`config.mk`:
```
export PLATFORM = sky130hd
export DESIGN_NAME = fetch_sequencer
export DESIGN_NICKNAME = d
export VERILOG_FILES = /design/src/rtl/fetch_pkg.sv /design/src/rtl/fetch_buffer.sv /design/src/rtl/fetch_sequencer.sv
export SDC_FILE = /design/constraint.sdc
export NUM_CORES = 1
export LEC_CHECK = 0
export BUFFER_PORTS_ARGS = -buffer_cell sky130_fd_sc_hd__buf_2
export CAP_MARGIN = 15
export CELL_PAD_IN_SITES_DETAIL_PLACEMENT = 1
export CELL_PAD_IN_SITES_GLOBAL_PLACEMENT = 1
export CORE_MARGIN = 1.5
export CORE_UTILIZATION = 39
export CTS_BUF_LIST = sky130_fd_sc_hd__clkbuf_8 sky130_fd_sc_hd__clkbuf_16
export DETAILED_ROUTE_END_ITERATION = 7
export GPL_TIMING_DRIVEN = 0
export PLACE_DENSITY_LB_ADDON = 0.12
export SYNTH_ARGS = -nofsm -noshare
export SYNTH_HDL_FRONTEND = slang
export SYNTH_HIERARCHICAL = 1
export SYNTH_SLANG_ARGS = --single-unit
```
`constraint.sdc`:
```
create_clock -name clk -period 5.73 [get_ports clk]
set_input_delay 0.573 -clock clk [delete_from_list [all_inputs] [get_ports clk]]
set_output_delay 0.573 -clock clk [all_outputs]
set_load 0.01 [all_outputs]
```
`src/rtl/fetch_pkg.sv`:
```
// rtl/fetch_pkg.sv - shared types and constants for the instruction fetch sequencer
//
// Purpose: FSM state encoding, default reset PC and the instruction alignment mask
//          used by fetch_sequencer and fetch_buffer.
package fetch_pkg;

  localparam logic [31:0] RESET_PC_DEFAULT = 32'h8000_0000;

  // Low PC bits that must be zero for a 4-byte aligned instruction fetch.
  localparam logic [1:0]  INSTR_ALIGN_MASK = 2'b11;

  typedef enum logic [1:0] {
    IDLE  = 2'd0,
    REQ   = 2'd1,
    WAIT  = 2'd2,
    FLUSH = 2'd3
  } fetch_state_e;

endpackage

```
`src/rtl/fetch_buffer.sv`:
```
// rtl/fetch_buffer.sv - one-entry {instr, pc} holding register towards decode
//
// Purpose: holds one fetched instruction until decode takes it (o_valid & i_ready).
// Ports:
//   clk, rst_n          clock, asynchronous active-low reset
//   i_load              capture i_instr/i_pc (only issued when entry is empty or draining)
//   i_instr, i_pc       instruction word and its PC
//   i_flush             drop the entry (control-flow change); wins over i_load
//   i_ready             decode accepts the entry
//   o_valid, o_instr, o_pc  entry presented to decode, stable while not accepted
module fetch_buffer
  import fetch_pkg::*;
#(
  parameter int XLEN = 32
) (
  input  logic            clk,
  input  logic            rst_n,
  input  logic            i_load,
  input  logic [31:0]     i_instr,
  input  logic [XLEN-1:0] i_pc,
  input  logic            i_flush,
  input  logic            i_ready,
  output logic            o_valid,
  output logic [31:0]     o_instr,
  output logic [XLEN-1:0] o_pc
);

  logic            r_valid;
  logic [31:0]     r_instr;
  logic [XLEN-1:0] r_pc;

  always_ff @(posedge clk or negedge rst_n) begin
    if (!rst_n) begin
      r_valid <= 1'b0;
      r_instr <= '0;
      r_pc    <= '0;
    end else if (i_flush) begin
      r_valid <= 1'b0;
    end else if (i_load) begin
      r_valid <= 1'b1;
      r_instr <= i_instr;
      r_pc    <= i_pc;
    end else if (i_ready) begin
      r_valid <= 1'b0;
    end
  end

  assign o_valid = r_valid;
  assign o_instr = r_instr;
  assign o_pc    = r_pc;

endmodule

```
`src/rtl/fetch_sequencer.sv`:
```
// rtl/fetch_sequencer.sv - PC register and single-outstanding instruction fetch FSM
//
// Purpose: issues one imem request at a time from the PC, delivers responses to decode
//          through fetch_buffer, applies redirects/traps and drops stale responses.
// Ports:
//   clk, rst_n                         clock, asynchronous active-low reset
//   imem_req_valid/addr/ready          fetch request handshake
//   imem_rsp_valid/data                single-cycle fetch response
//   if_valid/instr/pc/ready            instruction handed to decode
//   redirect_valid/pc, trap_valid/vector  control-flow changes (trap has priority)
//   pc_misaligned                      one-cycle pulse after a target with nonzero [1:0]
//   current_pc                         address of the next or outstanding fetch
module fetch_sequencer
  import fetch_pkg::*;
#(
  parameter int              XLEN     = 32,
  parameter logic [XLEN-1:0] RESET_PC = XLEN'(RESET_PC_DEFAULT)
) (
  input  logic            clk,
  input  logic            rst_n,
  output logic            imem_req_valid,
  output logic [XLEN-1:0] imem_req_addr,
  input  logic            imem_req_ready,
  input  logic            imem_rsp_valid,
  input  logic [31:0]     imem_rsp_data,
  output logic            if_valid,
  output logic [31:0]     if_instr,
  output logic [XLEN-1:0] if_pc,
  input  logic            if_ready,
  input  logic            redirect_valid,
  input  logic [XLEN-1:0] redirect_pc,
  input  logic            trap_valid,
  input  logic [XLEN-1:0] trap_vector,
  output logic            pc_misaligned,
  output logic [XLEN-1:0] current_pc
);

  fetch_state_e    r_state;
  fetch_state_e    w_next_state;
  logic [XLEN-1:0] r_pc;
  logic            r_misaligned;

  logic            w_buf_valid;
  logic            w_req_valid;
  logic            w_req_hs;
  logic            w_ctrl;
  logic [XLEN-1:0] w_target;
  logic            w_rsp_live;

  // A request is only offered when the buffer is empty or being drained this cycle,
  // so the response can always be captured when it returns.
  assign w_req_valid = (r_state == REQ) && (!w_buf_valid || if_ready);
  assign w_req_hs    = w_req_valid && imem_req_ready;

  // Control flow is ignored in IDLE; trap wins over redirect.
  assign w_ctrl      = (r_state != IDLE) && (trap_valid || redirect_valid);
  assign w_target    = trap_valid ? trap_vector : redirect_pc;

  // A response in the same cycle as a control-flow change belongs to the old path.
  assign w_rsp_live  = (r_state == WAIT) && imem_rsp_valid && !w_ctrl;

  always_comb begin
    w_next_state = r_state;
    unique case (r_state)
      IDLE: w_next_state = REQ;
      REQ: begin
        if (w_ctrl)        w_next_state = w_req_hs ? FLUSH : REQ;
        else if (w_req_hs) w_next_state = WAIT;
      end
      WAIT: begin
        if (w_ctrl)              w_next_state = imem_rsp_valid ? REQ : FLUSH;
        else if (imem_rsp_valid) w_next_state = REQ;
      end
      FLUSH: begin
        // The stale response retires the flush even if another redirect lands with it.
        if (imem_rsp_valid) w_next_state = REQ;
      end
      default: w_next_state = IDLE;
    endcase
  end

  always_ff @(posedge clk or negedge rst_n) begin
    if (!rst_n) begin
      r_state      <= IDLE;
      r_pc         <= RESET_PC;
      r_misaligned <= 1'b0;
    end else begin
      r_state      <= w_next_state;
      r_misaligned <= w_ctrl && (|(w_target[1:0] & INSTR_ALIGN_MASK));
      if (w_ctrl)
        r_pc <= w_target & ~XLEN'(INSTR_ALIGN_MASK);
      else if (w_rsp_live)
        r_pc <= r_pc + XLEN'(4);
    end
  end

  fetch_buffer #(.XLEN(XLEN)) u_buffer (
    .clk     (clk),
    .rst_n   (rst_n),
    .i_load  (w_rsp_live),
    .i_instr (imem_rsp_data),
    .i_pc    (r_pc),
    .i_flush (w_ctrl),
    .i_ready (if_ready),
    .o_valid (w_buf_valid),
    .o_instr (if_instr),
    .o_pc    (if_pc)
  );

  assign imem_req_valid = w_req_valid;
  assign imem_req_addr  = r_pc;
  assign if_valid       = w_buf_valid;
  assign pc_misaligned  = r_misaligned;
  assign current_pc     = r_pc;

endmodule

```
Yosys cells after proc, flatten, opt, wreduce, memory -nomap -nowiden
Index checks and enable logic that the tools add are counted.
W data, S select, Z words.
{ "op_classes": {"n_reduce_logical": 16, "mux": 13, "n_eq_ne": 4, "n_addsub": 1, "bitwise_logic": 1} }
{ "op_table": {"columns": ["op", "count"], "rows": [
  ["$mux W32", 3],
  ["$add A32 B3 Y32 const B", 1],
  ["$mux W2", 6],
  ["$pmux W2 S4", 1],
  ["$logic_and A1 B1 Y1", 6],
  ["$eq A2 B2 Y1 const B", 2],
  ["$reduce_bool A2 Y1", 2],
  ["$mux W1", 3],
  ["$ne A3 B3 Y1 const B", 1],
  ["$reduce_bool A3 Y1", 1],
  ["$eq A2 B1 Y1 const B", 1],
  ["$logic_not A1 Y1", 2],
  ["$logic_not A2 Y1", 1],
  ["$logic_or A1 B1 Y1", 2],
  ["$reduce_and A2 Y1", 1],
  ["$reduce_or A2 Y1", 1],
  ["$not A1 Y1", 1]
]} }
{ "word_totals": {"reg_bits": 100, "out_inout_bits": 131} }

Logic depth before layout (Yosys ltp)
{ "logic_depth": {"depth_word": 7, "ltp_mapped": 9, "ltp_nobuf": 6} }

Modules after synthesis
The synthesis kept the hierarchy.
{ "modules_own_cells": {"columns": ["module", "cells_per_inst", "seq_area_each_um2", "area_each_um2", "instances"], "rows": [
  ["fetch_buffer", 140, 1626.6, 2741.4, 1],
  ["fetch_sequencer", 298, 827.0, 2582.5, 1]
]} }

Least setup slack after synthesis
OpenSTA, ideal clock, no wires.
{ "synth_path": {"kind": "input-to-reg", "startpoint": "in trap_valid", "endpoint": "reg u_buffer.r_instr[0] (netlist: u_buffer/o_instr[0])", "stages": 9, "path_slack_ns": 3.359, "t_required_ns": 5.605, "t_arrival_ns": 2.246, "cell_sequence": "clkbuf_1 nor2_2 nand2_1 inv_1 buf_2 nor2b_4 buf_12 buf_12 mux2_4"} }
{ "synth_between": {"elab_chain_cells": 5, "elab_cells_between_ends": 6} }
{ "synth_lines": {"columns": ["element", "line", "text"], "rows": [
  ["start, declared", "fetch_sequencer.sv:32", "input logic trap_valid,"],
  ["$logic_or A1 B1 Y1", "fetch_sequencer.sv:56", "assign w_ctrl = (r_state != IDLE) && (trap_valid || redirect_valid);"],
  ["$logic_and A1 B1 Y1", "fetch_sequencer.sv:56", null],
  ["$logic_not A1 Y1", "fetch_sequencer.sv:60", "assign w_rsp_live = (r_state == WAIT) && imem_rsp_valid && !w_ctrl;"],
  ["$logic_and A1 B1 Y1", "fetch_sequencer.sv:60", null],
  ["via w_rsp_live", "fetch_sequencer.sv:48", "logic w_rsp_live;"],
  ["$reduce_and A2 Y1 (no source line)", null, null],
  ["end signal, assigned", "fetch_buffer.sv:41", "r_instr <= i_instr;"],
  ["end, declared", "fetch_buffer.sv:29", "logic [31:0] r_instr;"]
]} }
The timed path passes the listed nets, and every way through them passes these cells.
A chain may end at the register's enable or synchronous reset.

Worst setup path in the final report
{ "layout_path": {"startpoint": "reg r_state[0]", "endpoint": "reg u_buffer.r_pc[28] (netlist: u_buffer/o_pc[28])"} }
{ "layout_between": {"elab_chain_cells": 5, "elab_cells_between_ends": 8} }
{ "layout_lines": {"columns": ["element", "line", "text"], "rows": [
  ["start, declared", "fetch_sequencer.sv:38", "fetch_state_e r_state;"],
  ["start signal, assigned", "fetch_sequencer.sv:88", "r_state <= w_next_state;"],
  ["$reduce_bool A2 Y1", "fetch_sequencer.sv:56", null],
  ["$logic_and A1 B1 Y1", "fetch_sequencer.sv:56", null],
  ["$logic_not A1 Y1", "fetch_sequencer.sv:60", null],
  ["$logic_and A1 B1 Y1 *", "fetch_sequencer.sv:60", null],
  ["via w_rsp_live", "fetch_sequencer.sv:48", null],
  ["$reduce_and A2 Y1 (no source line) *", null, null],
  ["end signal, assigned", "fetch_buffer.sv:42", "r_pc <= i_pc;"],
  ["end, declared", "fetch_buffer.sv:30", "logic [XLEN-1:0] r_pc;"]
]} }
Mark *: on every way through the listed nets, which the timed path passes. The rest lies on a longest branch.

==> flow_summary.toml <==
[route]
via_per_inst = 5.04
wire_per_inst_um = 18.5
antenna_left = 0
first_iter_violations = 136
wl_um = 16000
first_pass_iters = 4
drc = 0
vias = 4355

[cts]
clk_latency_ns = 0.35
clockRootBuffer = "clkbuf_16"
postCtsResizedCells = 0
clock_sink_count = 98
cts_tree = "built"
htreeDepth = 3
hold_buffers = 0
clk_pin_slew_worst_paths_ns = 0.07
clock_path_buffers = 2
cts_buffers = 9
post_cts_buffers = 0

[place]
placedCellCount = 848
routabilityCongestion = 0.819
post-dp-hpwl_um = 12000
portBuffers = 228
dp_slack_ns = 2.70

[power_and_ir_drop]
total_power_w = 0.00186
p_switching_w = 0.000522
powerDensity_nw_per_um2 = 263
p_int_w = 0.00134
combPwrFrac = 0.196
p_leak_nw = 3.60
irDropWorstVdd_mv = 0.167
seq_power_share = 0.442
clkPwrFrac = 0.362
netSwitchingFraction = 0.280

[global_routing]
grt_util_met1 = 0.296
grt_pass1_wl_um = 25400
use_met3 = 0.0399
met2_usage = 0.392
grt_busiest_layer = "met2"
antenna_found_initial = 0
grt_pass1_vias = 4676
grt_start_max_net_pins = 53
grt_use_total = 0.229
overflow = 0

[synth]
synth_cell_types = 60
ys_seq_area_frac = 0.461
synthArstFlopShare = 1.00
ys_warn_count = 6
synth_edf_count = 0
synth.avg_cell_area_um2 = 12.2
ys.flop_type = "dfrtp_1"
netlist_top_cells_area = "dfrtp_1 46%, mux2_4 17%, buf_4 4.8%, a211oi_1 2.8%, buf_12 2.6%"
synthCells = 438
synth_seq_cells = 98
syn-cell-area_um2 = 5320
synth_top_area_cell = "dfrtp_1"
synth_top_cell_area_share = 0.456

[sta]
clock.fmax_ghz = 0.350
skew_ns = 0.00580
final_hold_viol_count = 0
tns_ns = 0
maxSlewHeadroom = 0.424
fin_crit_sh = 0.498
fin_ws_ns = 2.88
finalMaxSlewViolations = 0
rsz0062_at_grt = "false"
worst_pin_slew_ns = 0.864
setup_viol_count_final = 0
period_needed_ns = 2.85

[setup_path]
rr_startpoint = "r_state[0]"
crit_path_end = "u_buffer/o_pc[28]"
worstReg2RegEnd = "u_buffer/o_pc[28]"
reg2regPathDepth = 9
critical-path-top-delay-family = "buffers and inverters"
ff2ff_setup_slack_ns = 2.88
crit_slowest_cell = "dfrtp_1"
crit_type = "reg2reg"
crit_start = "r_state[0]"
crit_path_max_incr_delay_ns = 0.41
path_max_fanout = 11
cp.required_ns = 5.96
worst-path-buf-inv = 5
cp_common_cell = "buf_12"
arrival_ns = 3.09
path_depth = 9
path_cells = "and3b_1 -> clkbuf_1 -> nand2_1 -> inv_1 -> buf_2 -> nor2b_4 -> buf_12 -> buf_12 -> mux2_4"
cp-start-kind = "flop"
critPathCaptureType = "flop"

[final_layout]
post_layout_nonfiller_instances = 864
n_antenna_cell = 0
final_util = 0.532
drive_gt1_frac = 0.547
final_nets = 787
nFillCells = 1501
area_delta_synth_final_pct = 32.8

[die]
die_w_um = 120
start_util = 0.400
die_area_um2 = 14400
num_rows = 42
die_h_um = 120
coreArea_um2 = 13300
io_pins = 234

[worst_hold_path]
hold_class = "in2async"

[run_status]
run_status = "complete, no violations"

[run]
drv_cap = 0
-- cell usage in the layout (no fill, tap or decap), types with 3 or more instances in the layout --
cell type,synthesis,layout
buf_2,3,230
dfrtp_1,97,97
mux2_4,60,60
buf_4,34,35
nand2_1,29,29
a21oi_1,22,22
a211oi_1,20,20
nor2b_1,16,16
mux2i_1,13,13
nand4_1,13,13
nor2_1,11,11
mux2_2,10,10
xor2_1,9,9
clkbuf_16,0,9
nand3_1,8,8
clkbuf_1,7,7
o22ai_1,7,7
buf_12,7,7
nor3_1,6,6
conb_1,1,6
inv_1,4,4
clkbuf_8,2,4
nand2b_1,4,4
o21ai_0,4,4
and2_1,4,4
o221a_2,3,3
xnor2_1,3,3
-- Yosys cell counts, types with 7 or more instances --
cell / n
nand2_1: 29
mux2i_1: 13
a211oi_1: 20
xor2_1: 9
o22ai_1: 7
mux2_4: 60
mux2_2: 10
nand3_1: 8
nor2_1: 11
nor2b_1: 16
buf_4: 34
buf_12: 7
clkbuf_1: 7
nand4_1: 13
a21oi_1: 22
dfrtp_1: 97
-- how the worst min path moves through the flow --
stage | depth (start not counted) | from | slack [ns] | end
2_1_floorplan | 0 | rst_n | 0.28 | current_pc[10]
3_3_place_gp | 1 | u_buffer/o_instr[29] | 0.49 | u_buffer/o_instr[29]
3_5_place_dp | 1 | u_buffer/o_instr[22] | 0.49 | u_buffer/o_instr[22]
4_1_cts | 1 | rst_n | 0.24 | u_buffer/o_instr[10]
5_1_grt | 1 | rst_n | 0.26 | u_buffer/o_instr[10]
6_report | 1 | rst_n | 0.23 | u_buffer/o_instr[10]
-- per-layer routing --
metal | wire length (um) | share of wire | vias to the layer above
li1 | - | - | 2030
met1 | 6930 | 0.43 | 2146
met2 | 7950 | 0.50 | 163
met3 | 873 | 0.055 | 16
met4 | 235 | 0.015 | 0
met5 | 0 | 0 | -
-- power by group through the flow --
stage	logic, W	registers [W]	clock network [W]
2_1_floorplan	0.000180	0.000834	0
3_3_place_gp	0.000357	0.000831	0
3_5_place_dp	0.000367	0.000836	0
4_1_cts	0.000370	0.000824	0.000696
5_1_grt	0.000397	0.000834	0.000723
6_report	0.000365	0.000823	0.000675
-- kinds of logic (layout without fill, tap and decap cells) --
| kind of cell | Yosys count | in the layout | share of synthesized area |
|---|---|---|---|
| mux | 83 | 83 | 0.215 |
| simple gates | 116 | 116 | 0.126 |
| other cells | 1 | 6 | 0.000704 |
| buf+inv | 60 | 305 | 0.0921 |
| fa+ha+maj | 1 | 1 | 0.00235 |
| flops | 98 | 98 | 0.461 |
| xor+xnor | 12 | 12 | 0.0197 |
| compound gates | 67 | 67 | 0.0839 |
-- stage by stage --
step | instance area, um2 | hold WS, ns
after floorplan | 5340 | 0.277
after global placement | 6700 | 0.488
after detailed placement | 6730 | 0.490
after CTS | 7070 | 0.244
after global routing | 7070 | 0.264
final | 7070 | 0.226
-- sequential cells by signal, summed over array words and instances (netlist names) --
name and flops:
pc_misaligned 1, current_pc 30, u_buffer/o_pc 32, r_state 2
u_buffer/o_valid 1, u_buffer/o_instr 32
-- layout make-up --
type / instances / area (um2) / share of cell area
plain buffers: 55 / 472 / 0.0667
clock inverters: 5 / 85.1 / 0.0120
well taps: 176 / 220 / 0.0311
clock buffers: 11 / 253 / 0.0357
flip-flops and latches: 98 / 2450 / 0.347
inverters: 5 / 18.8 / 0.00265
multi-input cells: 285 / 2400 / 0.339
repair buffers: 229 / 1170 / 0.166
-- worst register-to-register path: stages, from the launching register on --
cell and delay (ns):
dfrtp_1 0.41, and3b_1 0.22, clkbuf_1 0.40, nand2_1 0.23
inv_1 0.25, buf_2 0.33, nor2b_4 0.23, buf_12 0.19
buf_12 0.17, mux2_4 0.32
Note: power is estimated with default switching activity, not from simulation.
